**config.mk**
```make
export PLATFORM = sky130hd
export DESIGN_NAME = sap_cpu_param_flat
export DESIGN_NICKNAME = d
export VERILOG_FILES = /design/src/rtl/sap_cpu_param_if.sv /design/src/rtl/sap_cpu_param.sv /design/src/flat_wrapper.sv
export SDC_FILE = /design/constraint.sdc
export NUM_CORES = 1
export LEC_CHECK = 0
export CAP_MARGIN = 30
export CORE_UTILIZATION = 25
export CTS_CLUSTER_SIZE = 30
export DETAILED_ROUTE_END_ITERATION = 10
export PLACE_DENSITY_LB_ADDON = 0.1
export SYNTH_ARGS = -nofsm -noshare
export SYNTH_HDL_FRONTEND = slang
export SYNTH_SLANG_ARGS = --single-unit
export TNS_END_PERCENT = 50
```
**constraint.sdc**
```tcl
create_clock -name clk -period 5.7 [get_ports clk]
set_input_delay 1.425 -clock clk [delete_from_list [all_inputs] [get_ports clk]]
set_output_delay 1.425 -clock clk [all_outputs]
set_load 0.005 [all_outputs]
```
**src/rtl/sap_cpu_param_if.sv**
```systemverilog
// Program-load side port plus output/debug signals of the SAP-class core.
// The bench or host drives the load side and observes the rest.
interface sap_cpu_param_if #(
  parameter int DATA_W = 8,
  parameter int ADDR_W = 4
);
  logic              load_en;
  logic [ADDR_W-1:0] load_addr;
  logic [DATA_W-1:0] load_data;
  logic [DATA_W-1:0] out_data;
  logic              out_valid;
  logic              halted;
  logic [ADDR_W-1:0] pc_dbg;
  logic [1:0]        flags_dbg;

  modport master (
    output load_en, load_addr, load_data,
    input  out_data, out_valid, halted, pc_dbg, flags_dbg
  );

  modport slave (
    input  load_en, load_addr, load_data,
    output out_data, out_valid, halted, pc_dbg, flags_dbg
  );
endinterface

```
**src/rtl/sap_cpu_param.sv**
```systemverilog
// Parametrised SAP-class CPU: writable RAM, C/Z flags, conditional jumps,
// multi-cycle T-state sequencer executing one instruction at a time.
module sap_cpu_param #(
  parameter int DATA_W = 8,
  parameter int ADDR_W = 4
) (
  input logic            clk,
  input logic            rst,
  sap_cpu_param_if.slave bus
);

  localparam int DEPTH = 2 ** ADDR_W;

  typedef enum logic [2:0] {T1, T2, T3, T4, T5, HALT} state_e;

  typedef enum logic [3:0] {
    OP_LDA = 4'h0,
    OP_ADD = 4'h1,
    OP_SUB = 4'h2,
    OP_STA = 4'h3,
    OP_LDI = 4'h4,
    OP_JMP = 4'h5,
    OP_JC  = 4'h6,
    OP_JZ  = 4'h7,
    OP_OUT = 4'hE,
    OP_HLT = 4'hF
  } opcode_e;

  logic [DATA_W-1:0] mem [DEPTH];

  state_e            state;
  logic [ADDR_W-1:0] pc;
  logic [ADDR_W-1:0] mar;
  logic [DATA_W-1:0] ir;
  logic [DATA_W-1:0] acc;
  logic [DATA_W-1:0] b;
  logic              c;
  logic              z;
  logic [DATA_W-1:0] out_data;
  logic              out_valid;
  logic              halted;

  opcode_e           op;
  logic [ADDR_W-1:0] operand;
  logic [DATA_W-1:0] operand_ext;
  logic [DATA_W-1:0] mem_rd;
  logic [DATA_W:0]   sum;
  logic [DATA_W-1:0] diff;

  assign op          = opcode_e'(ir[DATA_W-1 -: 4]);
  assign operand     = ir[ADDR_W-1:0];
  assign operand_ext = {{(DATA_W - ADDR_W){1'b0}}, operand};
  assign mem_rd      = mem[mar];
  assign sum         = {1'b0, acc} + {1'b0, b};
  assign diff        = acc - b;

  // Loads are only honoured while the core is stopped; STA is dropped under rst.
  // NOTE: memory has no reset branch -- clearing a RAM array would force it into flops.
  always_ff @(posedge clk) begin
    if (bus.load_en && (rst || halted)) begin
      mem[bus.load_addr] <= bus.load_data;
    end else if (!rst && state == T4 && op == OP_STA) begin
      mem[mar] <= acc;
    end
  end

  // NOTE: non-blocking assignments so every register samples pre-edge values of the others.
  always_ff @(posedge clk) begin
    if (rst) begin
      state     <= T1;
      pc        <= '0;
      mar       <= '0;
      ir        <= '0;
      acc       <= '0;
      b         <= '0;
      c         <= 1'b0;
      z         <= 1'b0;
      out_data  <= '0;
      out_valid <= 1'b0;
      halted    <= 1'b0;
    end else begin
      out_valid <= 1'b0;
      case (state)
        T1: begin
          mar   <= pc;
          state <= T2;
        end
        T2: begin
          ir    <= mem_rd;
          pc    <= pc + ADDR_W'(1);
          state <= T3;
        end
        T3: begin
          state <= T1;
          case (op)
            OP_LDA, OP_ADD, OP_SUB, OP_STA: begin
              mar   <= operand;
              state <= T4;
            end
            OP_LDI: begin
              acc <= operand_ext;
              z   <= (operand_ext == '0);
            end
            OP_JMP: pc <= operand;
            OP_JC:  if (c) pc <= operand;
            OP_JZ:  if (z) pc <= operand;
            OP_OUT: begin
              out_data  <= acc;
              out_valid <= 1'b1;
            end
            OP_HLT: begin
              halted <= 1'b1;
              state  <= HALT;
            end
            default: ;
          endcase
        end
        T4: begin
          state <= T1;
          case (op)
            OP_LDA: begin
              acc <= mem_rd;
              z   <= (mem_rd == '0);
            end
            OP_ADD, OP_SUB: begin
              b     <= mem_rd;
              state <= T5;
            end
            default: ;
          endcase
        end
        T5: begin
          state <= T1;
          if (op == OP_ADD) begin
            {c, acc} <= sum;
            z        <= (sum[DATA_W-1:0] == '0);
          end else begin
            acc <= diff;
            c   <= (acc >= b);
            z   <= (diff == '0);
          end
        end
        HALT:    state <= HALT;
        default: state <= T1;
      endcase
    end
  end

  assign bus.out_data  = out_data;
  assign bus.out_valid = out_valid;
  assign bus.halted    = halted;
  assign bus.pc_dbg    = pc;
  assign bus.flags_dbg = {c, z};

endmodule

```
**src/flat_wrapper.sv**
```systemverilog
// flat-port wrapper written by rule: the top's interface ports become plain ports
module sap_cpu_param_flat 
#(
  parameter int DATA_W = 8,
  parameter int ADDR_W = 4
)
  (clk, rst, bus_load_en, bus_load_addr, bus_load_data, bus_out_data, bus_out_valid, bus_halted, bus_pc_dbg, bus_flags_dbg);
  sap_cpu_param_if #(.DATA_W(DATA_W), .ADDR_W(ADDR_W)) bus_i ();
  input logic clk;
  input logic rst;
  input wire logic [$bits(bus_i.load_en)-1:0] bus_load_en;
  input wire logic [$bits(bus_i.load_addr)-1:0] bus_load_addr;
  input wire logic [$bits(bus_i.load_data)-1:0] bus_load_data;
  output wire logic [$bits(bus_i.out_data)-1:0] bus_out_data;
  output wire logic [$bits(bus_i.out_valid)-1:0] bus_out_valid;
  output wire logic [$bits(bus_i.halted)-1:0] bus_halted;
  output wire logic [$bits(bus_i.pc_dbg)-1:0] bus_pc_dbg;
  output wire logic [$bits(bus_i.flags_dbg)-1:0] bus_flags_dbg;
  assign bus_i.load_en = bus_load_en;
  assign bus_i.load_addr = bus_load_addr;
  assign bus_i.load_data = bus_load_data;
  assign bus_out_data = bus_i.out_data;
  assign bus_out_valid = bus_i.out_valid;
  assign bus_halted = bus_i.halted;
  assign bus_pc_dbg = bus_i.pc_dbg;
  assign bus_flags_dbg = bus_i.flags_dbg;
  sap_cpu_param #(.DATA_W(DATA_W), .ADDR_W(ADDR_W)) u_core (.clk(clk), .rst(rst), .bus(bus_i));
endmodule
```
* Yosys cells after proc, flatten, opt, wreduce, memory -nomap -nowiden
Memories as Yosys holds them, arrays and structs flattened. A register that Yosys moved wholly into a read port is not among the register bits. Index checks and enable logic that the tools add are counted.
Word-level totals: flip-flop bits (word level) 47, memory bits (writable) 128, output and inout port bits 16, logic and storage cells 90, memories 1
Cells by class: $add $sub $neg 3, $lt $le $gt $ge 1, equality and inequality tests 20, multiplexer cells 29, bitwise gates (word level) 1, reduce and logical (&&, ||, !) cells 24
Memory list:
- u_core.mem | depth 16, width 8, read ports 1, clocked after memory_dff 1, wr ports 1, line sap_cpu_param.sv:29 | logic [DATA_W-1:0] mem [DEPTH];
Operators with widths (count):
- 8-bit logical NOT | 4
- 8-bit 2-to-1 mux | 4
- 4-bit 2-to-1 mux | 6
- 8-bit case mux with 3 select lines | 1
- 4-bit by 3-bit equality test with 1-bit output (second input constant) | 4
- 4-bit case mux with 2 select lines | 2
- 3-bit case mux with 5 select lines | 1
- 4-bit case mux with 3 select lines | 1
- 1-bit 2-to-1 mux | 11
- 8-bit by 8-bit adder with 9-bit output | 1
- 4-bit by 2-bit equality test with 1-bit output (second input constant) | 2
- 4-bit equality test (second input constant) | 2
- 8-bit >= comparator | 1
- 2-bit AND reduction | 4
- 8-bit OR reduction | 1
- 8-bit subtractor | 1
- 3-bit by 2-bit equality test with 1-bit output (second input constant) | 2
- 3-bit equality test (second input constant) | 2
- 2-bit inequality test (second input constant) | 3
- 3-bit by 2-bit inequality test with 1-bit output (second input constant) | 2
- 3-bit case mux with 2 select lines | 1
- 4-bit by 1-bit adder with 4-bit output (second input constant) | 1
- 4-bit by 1-bit equality test with 1-bit output (second input constant) | 1
- 4-bit logical NOT | 1
- other kinds (15) | 19

* Longest topological paths before layout
Gate-level depths: netlist of the first run.
word-level depth 8, mapped depth 10, mapped depth without buffers 10

* Least setup slack after synthesis of the first run
No wires, ideal clock.
path kind input to register, start in bus_load_en, end mem u_core.mem[0][0] (data pin), library setup time 0.330 ns, arrival 2.855 ns, setup slack 2.515 ns, stages on the path 5, path buffers 2, cell sequence a211oi_1 > nand3_1 > clkbuf_1 > clkbuf_1 > o21ai_0
On the way: longest elaborated chain between the ends 5
RTL lines:
- from (decl) | line flat_wrapper.sv:11 | input wire logic [$bits(bus_i.load_en)-1:0] bus_load_en;
- 1-bit logical AND | line sap_cpu_param.sv:60 | if (bus.load_en && (rst || halted)) begin
- 1-bit 2-to-1 mux | line sap_cpu_param.sv:60
- 1-bit 2-to-1 mux (not written as such) | line sap_cpu_param.sv:63 | mem[mar] <= acc;
- 8-bit OR reduction (no line)
- 8-bit 2-to-1 mux (no line)
- to (decl) | line sap_cpu_param.sv:29
No other way between the ends.

* Worst setup path after layout of the first run
start in bus_load_en, end mem u_core.mem[2][2] (enable)
On the way: longest elaborated chain between the ends 5, elaborated cells on any way between the ends 8
RTL lines (line):
- 1-bit logical AND * | sap_cpu_param.sv:60
- 1-bit 2-to-1 mux | sap_cpu_param.sv:60
- 1-bit 2-to-1 mux (not written as such) | sap_cpu_param.sv:63
- 8-bit OR reduction (no line)
- 4-bit 2-to-1 mux (no line) / 1-bit 2-to-1 mux (equally long branches)
Mark *: on every way between the ends. The rest lies on a longest branch, timed or not.

==> results of run 1 <==
-- per-layer routing --
layer | vias up | share of wire | track usage
li1 | 2440 | - | -
met5 | - | 0 | 0
met2 | 86 | 0.51 | 0.2575
met1 | 2590 | 0.45 | 0.1844
met3 | 20 | 0.023 | 0.02634
met4 | 0 | 0.017 | 0.04303
-- final timing paths --
check / from / to / slack [ns] / depth (start not counted)
worst max-delay path: bus_load_en / u_core.mem[2][2] / 1.55 / 6
worst min-delay path: u_core.bus.out_data[1] / u_core.bus.out_data[1] / 0.51 / 2
worst max register to register: u_core.state[1] / u_core.mem[2][2] / 1.98 / 6
worst min register to register: u_core.bus.out_data[1] / u_core.bus.out_data[1] / 0.51 / 2
-- logic make-up (layout without fill, tap and decap cells) --
family,after synthesis,after routing,share of synthesized area
simple gates,220,220,0.1241
flops,179,179,0.5985
compound gates,102,102,0.08559
buf+inv,56,89,0.02956
mux,54,54,0.1204
fa+ha+maj,19,19,0.03110
xor+xnor,10,10,0.01078
-- per-stage QoR --
stage / total power (uW) / instances / instance area (um2) / hold WS [ns]
after floorplan: 1804 / 640 / 8128 / 0.4623
after global placement: 1974 / 1076 / 8848 / 0.4893
after detailed placement: 1974 / 1076 / 8848 / 0.4837
after CTS: 3187 / 1108 / 9457 / 0.5143
after global routing: 3273 / 1108 / 9457 / 0.5399
final: 3146 / 1108 / 9457 / 0.5084
-- sequential cells by signal (all words and copies together) (netlist names), 3 cells and up, named ones only --
signal	count
u_core.state	3
u_core.acc	8
u_core.b	8
u_core.bus.pc_dbg	4
u_core.mem	128
u_core.mar	4
u_core.bus.out_data	8
u_core.ir	8
-- critical path: stages --
cell and delay, ns:
clkdlybuf4s50_1 0.46, a211oi_1 0.28, nand3_1 0.58, inv_1 0.48, a32oi_1 0.28, nor2_1 0.69
-- placed cells by master (no fill, tap or decap), types with 14 or more instances in the layout --
cell type	n
edfxtp_1	128
nor2_1	78
nand3_1	16
dfxtp_1	50
mux4_2	35
nand2_1	62
clkbuf_16	17
nand2b_1	14
a21oi_1	23
nor3_1	14
mux2i_1	19
ha_1	17
clkdlybuf4s50_1	29
inv_1	22
o21ai_0	16
-- where the power goes --
group / switching [uW] / internal [uW] / total [uW]
Combinational: 263 / 182 / 445
Sequential: 66.3 / 1420 / 1490
Clock: 577 / 633 / 1210
-- final cells by class --
cell class / instances / area [um2]
Fill cell: 3226 / 22340
Tap cell: 435 / 544.3
Sequential cell: 179 / 4866
Clock inverter: 15 / 182.7
Multi-Input combinational cell: 405 / 3023
Clock buffer: 17 / 425.4
Inverter: 22 / 82.58
Timing Repair Buffer: 35 / 332.8
==> flow_summary.json, run 1 <==
{
  "outcome": "finished clean",
  "startpoint_type": "input port",
  "max_slew_margin": 0.3487,
  "crit_type": "input port to register",
  "yosysSeqAreaShare": 0.5985,
  "cap_violations": 0,
  "ys_seq_elements": 179,
  "htreeDepth": 4,
  "syn2layout_area_growth_pct": 16.35,
  "via_count": 5136,
  "clk_path_buf_depth": 2,
  "dr.pass1.iters": 5,
  "synth_flop_cell": "edfxtp_1",
  "synth_cell_type_count": 54,
  "cts-root-buf": "clkbuf_16",
  "clkTransAtPathRegs_ns": 0.07,
  "crit_required_ns": 5.76,
  "drtIter0Drc": 314,
  "vias_per_cell": 4.635,
  "cts_tree": "built",
  "cellPowerDensity_nw_per_um2": 332.7,
  "rsz0062_at_grt": "no",
  "finalSetupViolations": 0,
  "initial_core_util": 0.2556,
  "fin_worst_skew_ns": 0.02215,
  "netlist_instances": 640,
  "numPortBuffers": 30,
  "post-dp-hpwl_mm": 16.73,
  "antenna_cells": 0,
  "crit_fanout": 20,
  "synth_area_leaders": "edfxtp_1 (47%), dfxtp_1 (13%), mux4_2 (9.7%)",
  "arrival_ns": 4.20,
  "endpoint_kind": "register",
  "ios": 31,
  "ys_async_sr_fraction": 0,
  "synth_top_area_frac": 0.4729,
  "place_ws_ns": 1.134,
  "utilization": 0.2974,
  "grt_max_degree": 50,
  "ir_worst_vdd_uv": 187.5,
  "leakagePower_uw": 0.003149,
  "drc": 0,
  "syn_nets": 674,
  "synth_top_cells_by_count": "edfxtp_1 (128), nor2_1 (78), nand2_1 (62)",
  "worstSkewPairLatency_ns": 0.44,
  "antenna_found_initial": 0,
  "maxSlewViolCount": 0,
  "tightestPinTransition_ns": 0.9695,
  "rows": 65,
  "post-cts-setup-buffers": 0,
  "gr-usage-all-layers": 0.1471,
  "core-area_um2": 31800,
  "nNetsFinal": 694,
  "timing.final.crit_share": 0.7276,
  "die_w_um": 182.3,
  "wl_per_cell_um": 20.96,
  "synth-edff-count": 128,
  "hold_path.class": "register to register",
  "dieArea_um2": 33240,
  "yosysWarningCount": 0,
  "grt_pass1_vias": 5460,
  "grt_pass1_wl_mm": 35.50,
  "die_y_um": 182.3,
  "min_period_ns": 4.148,
  "max_freq_mhz": 241.1,
  "cts_sinks": 179,
  "yosysMostFrequentCell": "edfxtp_1",
  "hold_viol_final": 0,
  "routabilityCongestion": 0.7928,
  "layout-drive-gt1-share": 0.1189,
  "fin_tns_setup_ns": 0,
  "cts_resized": 0,
  "yosysTopAreaCell": "edfxtp_1",
  "cts_buffers": 17,
  "drt-total-wl_mm": 23.23,
  "grt_overflow": 0,
  "fin_ws_ns": 1.552,
  "drtAntennaViolNets": 0,
  "hold_buffers": 0,
  "syn_area_per_cell_um2": 12.70,
  "netlist_area_um2": 8128
}
Note: power is estimated with default switching activity, not from simulation.
==> run 2: changes to the inputs <==
==> constraint.sdc (replaced) <==
create_clock -name clk -period 3.68 [get_ports clk]
set_input_delay 0.92 -clock clk [delete_from_list [all_inputs] [get_ports clk]]
set_output_delay 0.92 -clock clk [all_outputs]
set_load 0.005 [all_outputs]
==> run 2 against run 1 <==
  * Core utilization grew 0.69 points
  * Clock-buffer cell count grew 1
  * First-iteration DRC count shrank 11%
  * Non-clock buffer count grew 27
  * Highest routed layer unchanged
  * Critical path depth grew 2
  * Clock skew shrank 0.0087 ns
  * Critical endpoint is now u_core.z
==> flow_summary.json, run 2 (synthesized netlist as in run 1, its figures left out) <==
{
  "wl_per_cell_um": 20.44,
  "timing.final.crit_share": 0.8114,
  "crit_type": "register to register",
  "htreeDepth": 4,
  "dr.pass1.iters": 5,
  "clk_path_buf_depth": 2,
  "cts_buffers": 17,
  "finalSetupViolations": 0,
  "grt_max_degree": 40,
  "rows": 65,
  "hold_viol_final": 0,
  "ios": 31,
  "outcome": "finished clean",
  "ir_worst_vdd_uv": 341.8,
  "grt_pass1_wl_mm": 35.23,
  "cts_resized": 0,
  "die_y_um": 182.3,
  "dieArea_um2": 33240,
  "numPortBuffers": 30,
  "largest_reg_flops": 128,
  "hold_path.class": "register to register",
  "hold_buffers": 0,
  "met2_length_mm": 11.41,
  "antenna_cells": 0,
  "arrival_ns": 3.34,
  "rsz0062_at_grt": "no",
  "m1WireLength_mm": 10.04,
  "syn2layout_area_growth_pct": 19.04,
  "drtIter0Drc": 278,
  "wl_met3_mm": 1.118,
  "routabilityCongestion": 0.8176,
  "via_count": 5357,
  "post-dp-hpwl_mm": 16.45,
  "fin_tns_setup_ns": 0,
  "num-fill-cells": 3180,
  "layout-drive-gt1-share": 0.1529,
  "cap_violations": 0,
  "max_slew_margin": 0.4170,
  "cellPowerDensity_nw_per_um2": 514.2,
  "endpoint_kind": "register",
  "fin_worst_skew_ns": 0.01346,
  "hold_depth": 2,
  "drtAntennaViolNets": 0,
  "tightestPinTransition_ns": 0.8722,
  "maxSlewViolCount": 0,
  "initial_core_util": 0.2556,
  "nNetsFinal": 721,
  "die_w_um": 182.3,
  "cts-root-buf": "clkbuf_16",
  "vias_per_cell": 4.720,
  "grt_pass1_vias": 5474,
  "cts_tree": "built",
  "final_cell_mix": "edfxtp_1 (128), nor2_1 (78), nand2_1 (62)",
  "max_freq_mhz": 334.9,
  "reg2regPathDepth": 8,
  "regMostFlops": "u_core.mem",
  "total_power_uw": 4976,
  "clkTransAtPathRegs_ns": 0.08,
  "drc": 0,
  "post-cts-setup-buffers": 0,
  "gr-usage-all-layers": 0.1472,
  "finalInstanceArea_um2": 9676,
  "dpl.cell_count": 1102,
  "grt_overflow": 0,
  "core-area_um2": 31800,
  "worstSkewPairLatency_ns": 0.44,
  "leakagePower_uw": 0.003294,
  "top_layer_used": "met4",
  "placed_cell_area_um2": 9044,
  "antenna_found_initial": 0,
  "crit_fanout": 11,
  "startpoint_type": "register",
  "drt-total-wl_mm": 23.20,
  "crit_required_ns": 4.04,
  "layout_commonest_cell": "edfxtp_1",
  "final_cells": 1135,
  "min_period_ns": 2.986,
  "cts_sinks": 179
}
-- run 2: per-layer routing --
layer | track usage | vias up
li1 | - | 2483
met1 | 0.1810 | 2711
met2 | 0.2444 | 127
met3 | 0.03752 | 36
met4 | 0.06252 | 0
met5 | 0 | -
-- run 2: worst paths after layout --
kind                          startpoint                     end  slack (ns)
setup reg to reg                register                u_core.z        0.69
hold reg to reg   u_core.bus.out_data[7]  u_core.bus.out_data[7]        0.50
hold / removal    u_core.bus.out_data[7]  u_core.bus.out_data[7]        0.50
setup / recovery                register                u_core.z        0.69
-- run 2: metrics by stage --
step / setup slack (ns) / hold WS (ns) / utilization
final: 0.6942 / 0.5004 / 0.3043
after global routing: 0.4962 / 0.5342 / 0.3043
after CTS: 0.6509 / 0.5068 / 0.3040
after detailed placement: 0.2586 / 0.4885 / 0.2844
after global placement: 0.2919 / 0.4776 / 0.2844
after floorplan: 1.000 / 0.4623 / -
-- run 2: area by class of cell --
class	instances	area [um2]	area share
Timing Repair Buffer	62	535.5	0.05535
Clock inverter	14	195.2	0.02017
Inverter	22	82.58	0.008535
Multi-Input combinational cell	405	3023	0.3124
Clock buffer	18	429.2	0.04436
Sequential cell	179	4866	0.5029
Tap cell	435	544.3	0.05625
-- run 2: critical path, stage by stage, from the launching register on --
cell and delay, ns:
dfxtp_2 0.58, buf_4 0.23, mux4_2 0.54, a22oi_1 0.30, nand3_1 0.37, nor4_1 0.38
a31oi_1 0.18, o31a_1 0.15, a211oi_2 0.17
-- run 2: power breakdown --
part	internal (uW)	total, uW	switching [uW]
clock	1100	1960	864
sequential	2210	2290	84.4
combinational	299	725	426
total	3600	4980	1370
